===== config.mk =====
export PLATFORM = sky130hd
export DESIGN_NAME = buffer2axis
export DESIGN_NICKNAME = d
export VERILOG_FILES = /design/src/rtl/buffer2axis.sv
export SDC_FILE = /design/constraint.sdc
export NUM_CORES = 1
export LEC_CHECK = 0
export CAP_MARGIN = 20
export CORE_MARGIN = 2
export CORE_UTILIZATION = 34
export DETAILED_ROUTE_END_ITERATION = 10
export PLACE_DENSITY_LB_ADDON = 0.08
export SYNTH_ARGS = -nofsm -noshare
export SYNTH_HDL_FRONTEND = slang
export SYNTH_SLANG_ARGS = --single-unit
export TNS_END_PERCENT = 20

===== constraint.sdc =====
create_clock -name clk -period 5.1 [get_ports clk]
set_input_delay 0.765 -clock clk [delete_from_list [all_inputs] [get_ports clk]]
set_output_delay 0.765 -clock clk [all_outputs]
set_load 0.005 [all_outputs]

===== src/rtl/buffer2axis.sv =====
// Streams a captured binary Game-of-Life grid as AXI4-Stream colour pixels,
// one cell per beat in row-major order, with TLAST on the final cell.
module buffer2axis #(
    parameter int DWIDTH = 32,
    parameter int WIDTH  = 4,
    parameter int HEIGHT = 4
) (
    input  logic                      clk,
    input  logic                      rst,
    input  logic [DWIDTH-1:0]         alive_color,
    input  logic [DWIDTH-1:0]         dead_color,
    input  logic [WIDTH*HEIGHT-1:0]   in_data,
    input  logic                      in_valid,
    output logic                      in_ready,
    output logic [DWIDTH-1:0]         M_AXIS_TDATA,
    output logic                      M_AXIS_TVALID,
    input  logic                      M_AXIS_TREADY,
    output logic                      M_AXIS_TLAST,
    output logic [31:0]               frame_count
);

    localparam int          NPIX     = WIDTH * HEIGHT;
    localparam int          IW       = (NPIX > 1) ? $clog2(NPIX) : 1;
    localparam logic [31:0] LAST_IDX = 32'(NPIX - 1);

    typedef enum logic {
        IDLE = 1'b0,
        SEND = 1'b1
    } state_t;

    // Handshakes: a frame moves on in_valid & in_ready; a beat moves on
    // M_AXIS_TVALID & M_AXIS_TREADY. Neither input feeds an output directly.
    state_t              state_q, state_d;
    logic [NPIX-1:0]     grid_q, grid_d;
    logic [DWIDTH-1:0]   alive_q, alive_d;
    logic [DWIDTH-1:0]   dead_q, dead_d;
    logic [31:0]         index_q, index_d;
    logic [31:0]         frame_count_q, frame_count_d;

    logic                is_last;
    logic                beat_xfer;

    assign is_last   = (index_q == LAST_IDX);
    assign beat_xfer = (state_q == SEND) && M_AXIS_TREADY;

    always_comb begin
        state_d       = state_q;
        grid_d        = grid_q;
        alive_d       = alive_q;
        dead_d        = dead_q;
        index_d       = index_q;
        frame_count_d = frame_count_q;

        case (state_q)
            IDLE: begin
                if (in_valid) begin
                    grid_d  = in_data;
                    alive_d = alive_color;
                    dead_d  = dead_color;
                    index_d = 32'd0;
                    state_d = SEND;
                end
            end
            SEND: begin
                if (beat_xfer) begin
                    if (is_last) begin
                        index_d       = 32'd0;
                        state_d       = IDLE;
                        frame_count_d = frame_count_q + 32'd1;
                    end else begin
                        index_d = index_q + 32'd1;
                    end
                end
            end
            default: state_d = IDLE;
        endcase
    end

    always_ff @(posedge clk or posedge rst) begin
        if (rst) begin
            state_q       <= IDLE;
            grid_q        <= '0;
            alive_q       <= '0;
            dead_q        <= '0;
            index_q       <= 32'd0;
            frame_count_q <= 32'd0;
        end else begin
            state_q       <= state_d;
            grid_q        <= grid_d;
            alive_q       <= alive_d;
            dead_q        <= dead_d;
            index_q       <= index_d;
            frame_count_q <= frame_count_d;
        end
    end

    // in_ready is gated by rst so the block never advertises readiness while held in reset.
    assign in_ready      = (state_q == IDLE) && !rst;
    assign M_AXIS_TVALID = (state_q == SEND);
    assign M_AXIS_TLAST  = (state_q == SEND) && is_last;
    assign M_AXIS_TDATA  = (state_q == SEND) ?
                           (grid_q[index_q[IW-1:0]] ? alive_q : dead_q) : '0;
    assign frame_count   = frame_count_q;

endmodule


==> results of run 1 <==
## layout by cell type, fill, tap and decap left out, types with 3 or more instances in the layout
cell type and n:
and4_1 11, nor2b_1 34, a31oi_1 14, clkinvlp_4 4
o211ai_1 5, or3_1 4, nor3_1 6, clkdlybuf4s50_1 150
nand4_1 15, xor2_1 15, xnor2_1 19, buf_4 5
a21o_1 4, and3_1 11, nor2_1 21, nand3_1 24
inv_6 3, dfrtp_1 145, mux2i_1 36, a21oi_1 13
a41oi_1 3, nor4_1 10, nand2_1 38, inv_1 12
mux4_2 4, clkbuf_16 17, mux2_2 81, o21ai_0 16
or4_1 3
## worst max path at each step
stage	end	slack (ns)	depth (start not counted)
2_1_floorplan	M_AXIS_TVALID$_DFF_PP0_	0.44	1
3_3_place_gp	M_AXIS_TDATA[1]	1.69	7
3_5_place_dp	M_AXIS_TDATA[1]	1.59	7
4_1_cts	M_AXIS_TDATA[1]	1.12	7
5_1_grt	M_AXIS_TDATA[1]	0.99	7
6_report	M_AXIS_TDATA[1]	1.23	7
## Yosys cell counts (6+ instances only)
cell / count
nor4_1: 10
nand2_1: 38
inv_1: 13
nor2_1: 21
dfrtp_1: 145
nor3_1: 6
a21oi_1: 14
o21ai_0: 16
mux2i_1: 36
and4_1: 11
a31oi_1: 14
nand4_1: 15
buf_2: 7
clkbuf_1: 16
nand3_1: 24
and3_1: 11
xor2_1: 15
mux2_2: 81
xnor2_1: 19
nor2b_1: 35
## per-stage QoR
stage	cells	total power [mW]	cell area [um^2]	setup WS, ns	utilization [%]
after detailed placement	997	3.60	8810	1.59	43.4
after CTS	1028	4.86	9380	1.12	46.2
after floorplan	603	2.75	7070	0.440	-
final	1028	4.78	9380	1.23	46.2
after global placement	997	3.58	8810	1.69	43.4
after global routing	1028	5.09	9380	0.993	46.2
## layout make-up
cell class                 instances  share of cell area, %
clock buffer                      19                   4.62
multi-input combinational        414                   34.7
clock inverter                    12                   1.44
tap                              270                   3.60
inverter                          13                  0.574
sequential                       145                   38.7
timing repair buffer             155                   16.4
## kinds of logic (layout without fill, tap and decap cells)
| group | count (synthesis) | count (layout) |
|---|---|---|
| simple gates | 192 | 192 |
| flops | 145 | 145 |
| mux | 122 | 122 |
| compound gates | 64 | 64 |
| buf+inv | 44 | 199 |
| xor+xnor | 34 | 34 |
| fa+ha+maj | 2 | 2 |
## power groups by stage
stage	clock, mW	combinational (mW)	sequential (mW)
floorplan	0	1.13	1.63
global placement	0	1.85	1.72
detailed placement	0	1.88	1.72
CTS	1.25	1.90	1.70
global route	1.31	2.03	1.75
finish	1.22	1.86	1.70
## state kept, by name, summed over array words and instances, names as in the netlist
| name | flops |
|---|---|
| index_q | 32 |
| alive_q | 32 |
| frame_count | 32 |
| dead_q | 32 |
| grid_q | 16 |
| M_AXIS_TVALID | 1 |
## layer usage
metal	track usage (%)	vias up	share of wire, %
met5	0	-	0.075
met1	20.5	2609	43
li1	-	2461	-
met4	3.14	2	0.64
met2	26.9	126	48
met3	7.58	9	8.1
## worst reg2reg max path, stage by stage (launching register included)
cell	delay [ns]
dfrtp_1	0.50
ha_1	0.30
and3_4	0.21
and4_1	0.30
a21oi_4	0.82
o21ai_0	0.23
a31oi_1	0.21
==> flow_summary.toml, run 1 <==
[route]
wl_per_cell_um = 17.0
dr.first_iter.drc_count = 231
vias_per_cell = 5.07
antenna_left = 0
dr_total_vias = 5207
firstDrtPassIters = 4
drc_errors = 0
drt-total-wl_um = 17400

[yosys]
yosysSeqAreaShare_pct = 51.3
netlist.area_leader.share_pct = 51.3
synthMuxAreaShare_pct = 19.5
async_reset_ff_share_pct = 100
synth-xor-area-share_pct = 4.21
synthDistinctLibCells = 48
synth_top_family_by_area = "multiplexers"
synth_cells = 603
synth_seq_cells = 145
synth-compound-area-share_pct = 5.79
yosys.area_share.simple_pct = 15.8
yosysWarnings = 0
avgSynthCellArea_um2 = 11.7
ys.flop_type = "dfrtp_1"
yosysTopAreaCell = "dfrtp_1"
synthAdderAreaFrac_pct = 0.354
syn-cell-area_um2 = 7070
syn-num-nets = 689
synth-edff-count = 0
synth_area_leaders = "dfrtp_1 51%, mux2_2 13%, mux2i_1 5.1%"

[critical_path]
crit_slowest_cell = "dfrtp_1"
critPathKind = "register to output port"
r2r-start = "index_q[0]$_DFFE_PP0P_"
cp_top_family = "multiplexers"
crit_required_ns = 4.34
cp_data_arrival_time_ns = 3.11
regToRegEndpoint = "index_q[28]$_DFFE_PP0P_"
worstPathBufferInverterCount = 2
slowest_delay_ns = 0.54
crit_fanout = 32
cp_cell_sequence = "mux4_2, mux2i_1, mux2i_4, buf_4, mux2i_1, nor2b_1, clkdlybuf4s50_1"
r2r_slack_ns = 2.45
rr_worst_depth = 6
crit_start = "index_q[0]$_DFFE_PP0P_"
worstSetupStartpointType = "register"
end_kind = "output port"
crit_top_cell = "mux2i_1"

[power]
ir_worst_vdd_mv = 0.320
p_comb_share_pct = 39.0
sw_frac_of_total_pct = 29.8
clockPowerShare_pct = 25.5
p_switching_mw = 1.42
seq_power_share_pct = 35.5
p_int_mw = 3.36
leakagePower_nw = 3.97
power-per-cell-area_nw_per_um2 = 510

[layout]
drive_gt1_share_pct = 17.7
final-seq-area_um2 = 3630
n_antenna_cell = 0
fillers = 1895
syn_to_final_growth_pct = 32.6
final_nets = 832
multi_input_area_um2 = 3250

[timing]
max_freq_mhz = 258
setup_viol = 0
fin_setup_tns_ns = 0
worstMarginPinSlew_ns = 1.04
relSlewSlack_pct = 30.5
hold_viol = 0
finalCritPeriodShare_pct = 75.9
min_period_ns = 3.87
maxSlewViolCount = 0
rsz0062_at_grt = "no"
clock_skew_ns = 0.00900
whs_ns = 0.473

[clocking]
clkTransAtPathRegs_ns = 0.06
cts_root_buf = "clkbuf_16"
post_cts_buffers = 0
clock_path_buffers = 2
numCtsBuffers = 17
clk_latency_ns = 0.42
postCtsHoldBufs = 0
cts_resized = 0
cts_tree = "yes"
clock_sinks = 145
h-tree-depth = 4

[global_routing]
grt_pass1_vias = 5636
grt-ovfl-total = 0
track_usage_pct = 16.6
grt_max_degree = 93
grt_pass1_wl_um = 29100
antenna_found_initial = 1

[floorplan]
initial_core_util_pct = 34.8
die_h_um = 148
die_x_um = 148
ioPinCount = 151
dieArea_um2 = 22000
row_count = 52
core-area_um2 = 20300

[min_path]
hold_class = "register to register"
hold_start = "frame_count[31]$_DFFE_PP0P_"
whs_path_depth = 1
min_to = "frame_count[31]$_DFFE_PP0P_"

[placed_design]
place_congestion = 0.759
place.port_buffers = 150
hpwl_um = 11700

[run]
cap_violations = 0

[run_status]
status = "finished clean"
No activity file was read; power rests on OpenSTA's default activity.
==> run 2: changes to the inputs <==
==> constraint.sdc (replaced) <==
create_clock -name clk -period 4 [get_ports clk]
set_input_delay 0.6 -clock clk [delete_from_list [all_inputs] [get_ports clk]]
set_output_delay 0.6 -clock clk [all_outputs]
set_load 0.005 [all_outputs]
==> run 2 against run 1 <==
Combinational power up 25%. Non-clock buffer count up 3. Utilization up 0.49 points. Final cell count up 0.39%. Wire length down 0.54%. Critical path depth unchanged. Sequential share of layout area down 0.41 points. Largest cell class unchanged. Largest power group unchanged.
==> flow_summary.toml, run 2 (synthesized netlist as in run 1, its figures left out) <==
[timing]
max_freq_mhz = 267
maxSlewViolCount = 0
relSlewSlack_pct = 37.2
fin_setup_tns_ns = 0
rsz0062_at_grt = "no"
hold_viol = 0
finalCritPeriodShare_pct = 93.8
min_period_ns = 3.75
setup_viol = 0
clock_skew_ns = 0.0124
whs_ns = 0.470
worstMarginPinSlew_ns = 0.942

[critical_path]
crit_top_cell = "mux2i_1"
crit_required_ns = 3.40
cp_data_arrival_time_ns = 3.15
crit_cells = 7
rr_worst_depth = 5
crit_slowest_cell = "dfrtp_1"
worstPathBufferInverterCount = 2
cp_cell_sequence = "mux4_2, mux2i_1, mux2i_4, buf_4, mux2i_1, nor2b_1, clkdlybuf4s50_1"
end_kind = "output port"
r2r-start = "M_AXIS_TVALID$_DFF_PP0_"
slowest_delay_ns = 0.55
crit_start = "index_q[1]$_DFFE_PP0P_"
r2r_slack_ns = 1.11
crit_fanout = 32
regToRegEndpoint = "index_q[16]$_DFFE_PP0P_"
crit_path_end = "M_AXIS_TDATA[2]"
worstSetupStartpointType = "register"
cp_top_family = "multiplexers"
critPathKind = "register to output port"

[clocking]
cts_root_buf = "clkbuf_16"
postCtsHoldBufs = 0
clock_sinks = 145
clk_latency_ns = 0.42
cts_tree = "yes"
cts_resized = 0
numCtsBuffers = 17
clkTransAtPathRegs_ns = 0.06
h-tree-depth = 4
post_cts_buffers = 0
clock_path_buffers = 2

[power]
power-per-cell-area_nw_per_um2 = 657
ir_worst_vdd_mv = 0.444
leakagePower_nw = 4.03

[global_routing]
grt-ovfl-total = 0
grtUsageMet2_pct = 26.1
grt_pass1_wl_um = 28600
grt_max_degree = 82
grt.met3_usage_pct = 6.26
antenna_found_initial = 2
grt_pass1_vias = 5512
grt_busiest_layer = "met2"
track_usage_pct = 16.4
grt_util_met1_pct = 20.8

[layout]
layout_commonest_cell = "clkdlybuf4s50_1"
n_antenna_cell = 0
finish.utilization_pct = 46.7
layout_common_cells = "150 x clkdlybuf4s50_1, 145 x dfrtp_1, 81 x mux2_2"
syn_to_final_growth_pct = 34.1
final_cells = 1032
drive_gt1_share_pct = 18.1
final_nets = 835
fillers = 1919

[route]
firstDrtPassIters = 4
wl_per_cell_um = 16.8
dr.first_iter.drc_count = 283
antenna_left = 0
drc_errors = 0
drt-total-wl_um = 17300
dr_total_vias = 5197
vias_per_cell = 5.04

[floorplan]
row_count = 52
core-area_um2 = 20300
ioPinCount = 151
initial_core_util_pct = 34.8
dieArea_um2 = 22000
die_h_um = 148
die_x_um = 148

[min_path]
hold_class = "register to register"
whs_path_depth = 1
hold_start = "frame_count[31]$_DFFE_PP0P_"

[placed_design]
place_inst = 1000
hpwl_um = 11900
place.port_buffers = 150
place_congestion = 0.751

[run_status]
status = "finished clean"

[run]
cap_violations = 0
==> run 2: cell type report <==
cell class,instances,area [um^2],area share [%]
Tap cell,270,338,3.56
Multi-Input combinational cell,414,3240,34.2
Clock inverter,14,204,2.15
Clock buffer,18,429,4.53
Timing Repair Buffer,158,1590,16.7
Sequential cell,145,3630,38.3
Inverter,13,52.6,0.555
==> run 2: worst min path at each step <==
stage                                       end  slack [ns]
finish              frame_count[31]$_DFFE_PP0P_        0.47
global route        frame_count[31]$_DFFE_PP0P_        0.51
CTS                 frame_count[31]$_DFFE_PP0P_        0.48
detailed placement  frame_count[31]$_DFFE_PP0P_        0.47
global placement    frame_count[31]$_DFFE_PP0P_        0.46
floorplan               index_q[26]$_DFFE_PP0P_        0.46
==> run 2: through the flow <==
step / cell area, um^2 / setup slack [ns] / total power [mW]
floorplan: 7070 / 1.58 / 3.51
global placement: 8840 / 0.703 / 4.55
detailed placement: 8840 / 0.673 / 4.57
CTS: 9480 / 0.197 / 6.33
global route: 9480 / 0.0254 / 6.61
finish: 9480 / 0.249 / 6.23
==> run 2: worst reg2reg max path: cells and delay by family (launching register included) <==
family,cells,cell delay [ns]
simple gates,1,0.40
compound gates,3,1.05
flops,1,0.96
buf+inv,1,0.39
==> run 2: per-layer routing <==
metal | vias to the layer above | share of wire [%]
met5 | - | 0.14
met4 | 4 | 0.92
met3 | 14 | 7.4
met2 | 139 | 48
met1 | 2566 | 44
li1 | 2474 | -
==> run 2: report_power, final <==
part | internal (mW) | switching, mW | total [mW]
Combinational | 1.47 | 0.862 | 2.33
Clock | 1.06 | 0.654 | 1.71
Sequential | 1.89 | 0.296 | 2.18
Total | 4.41 | 1.81 | 6.23
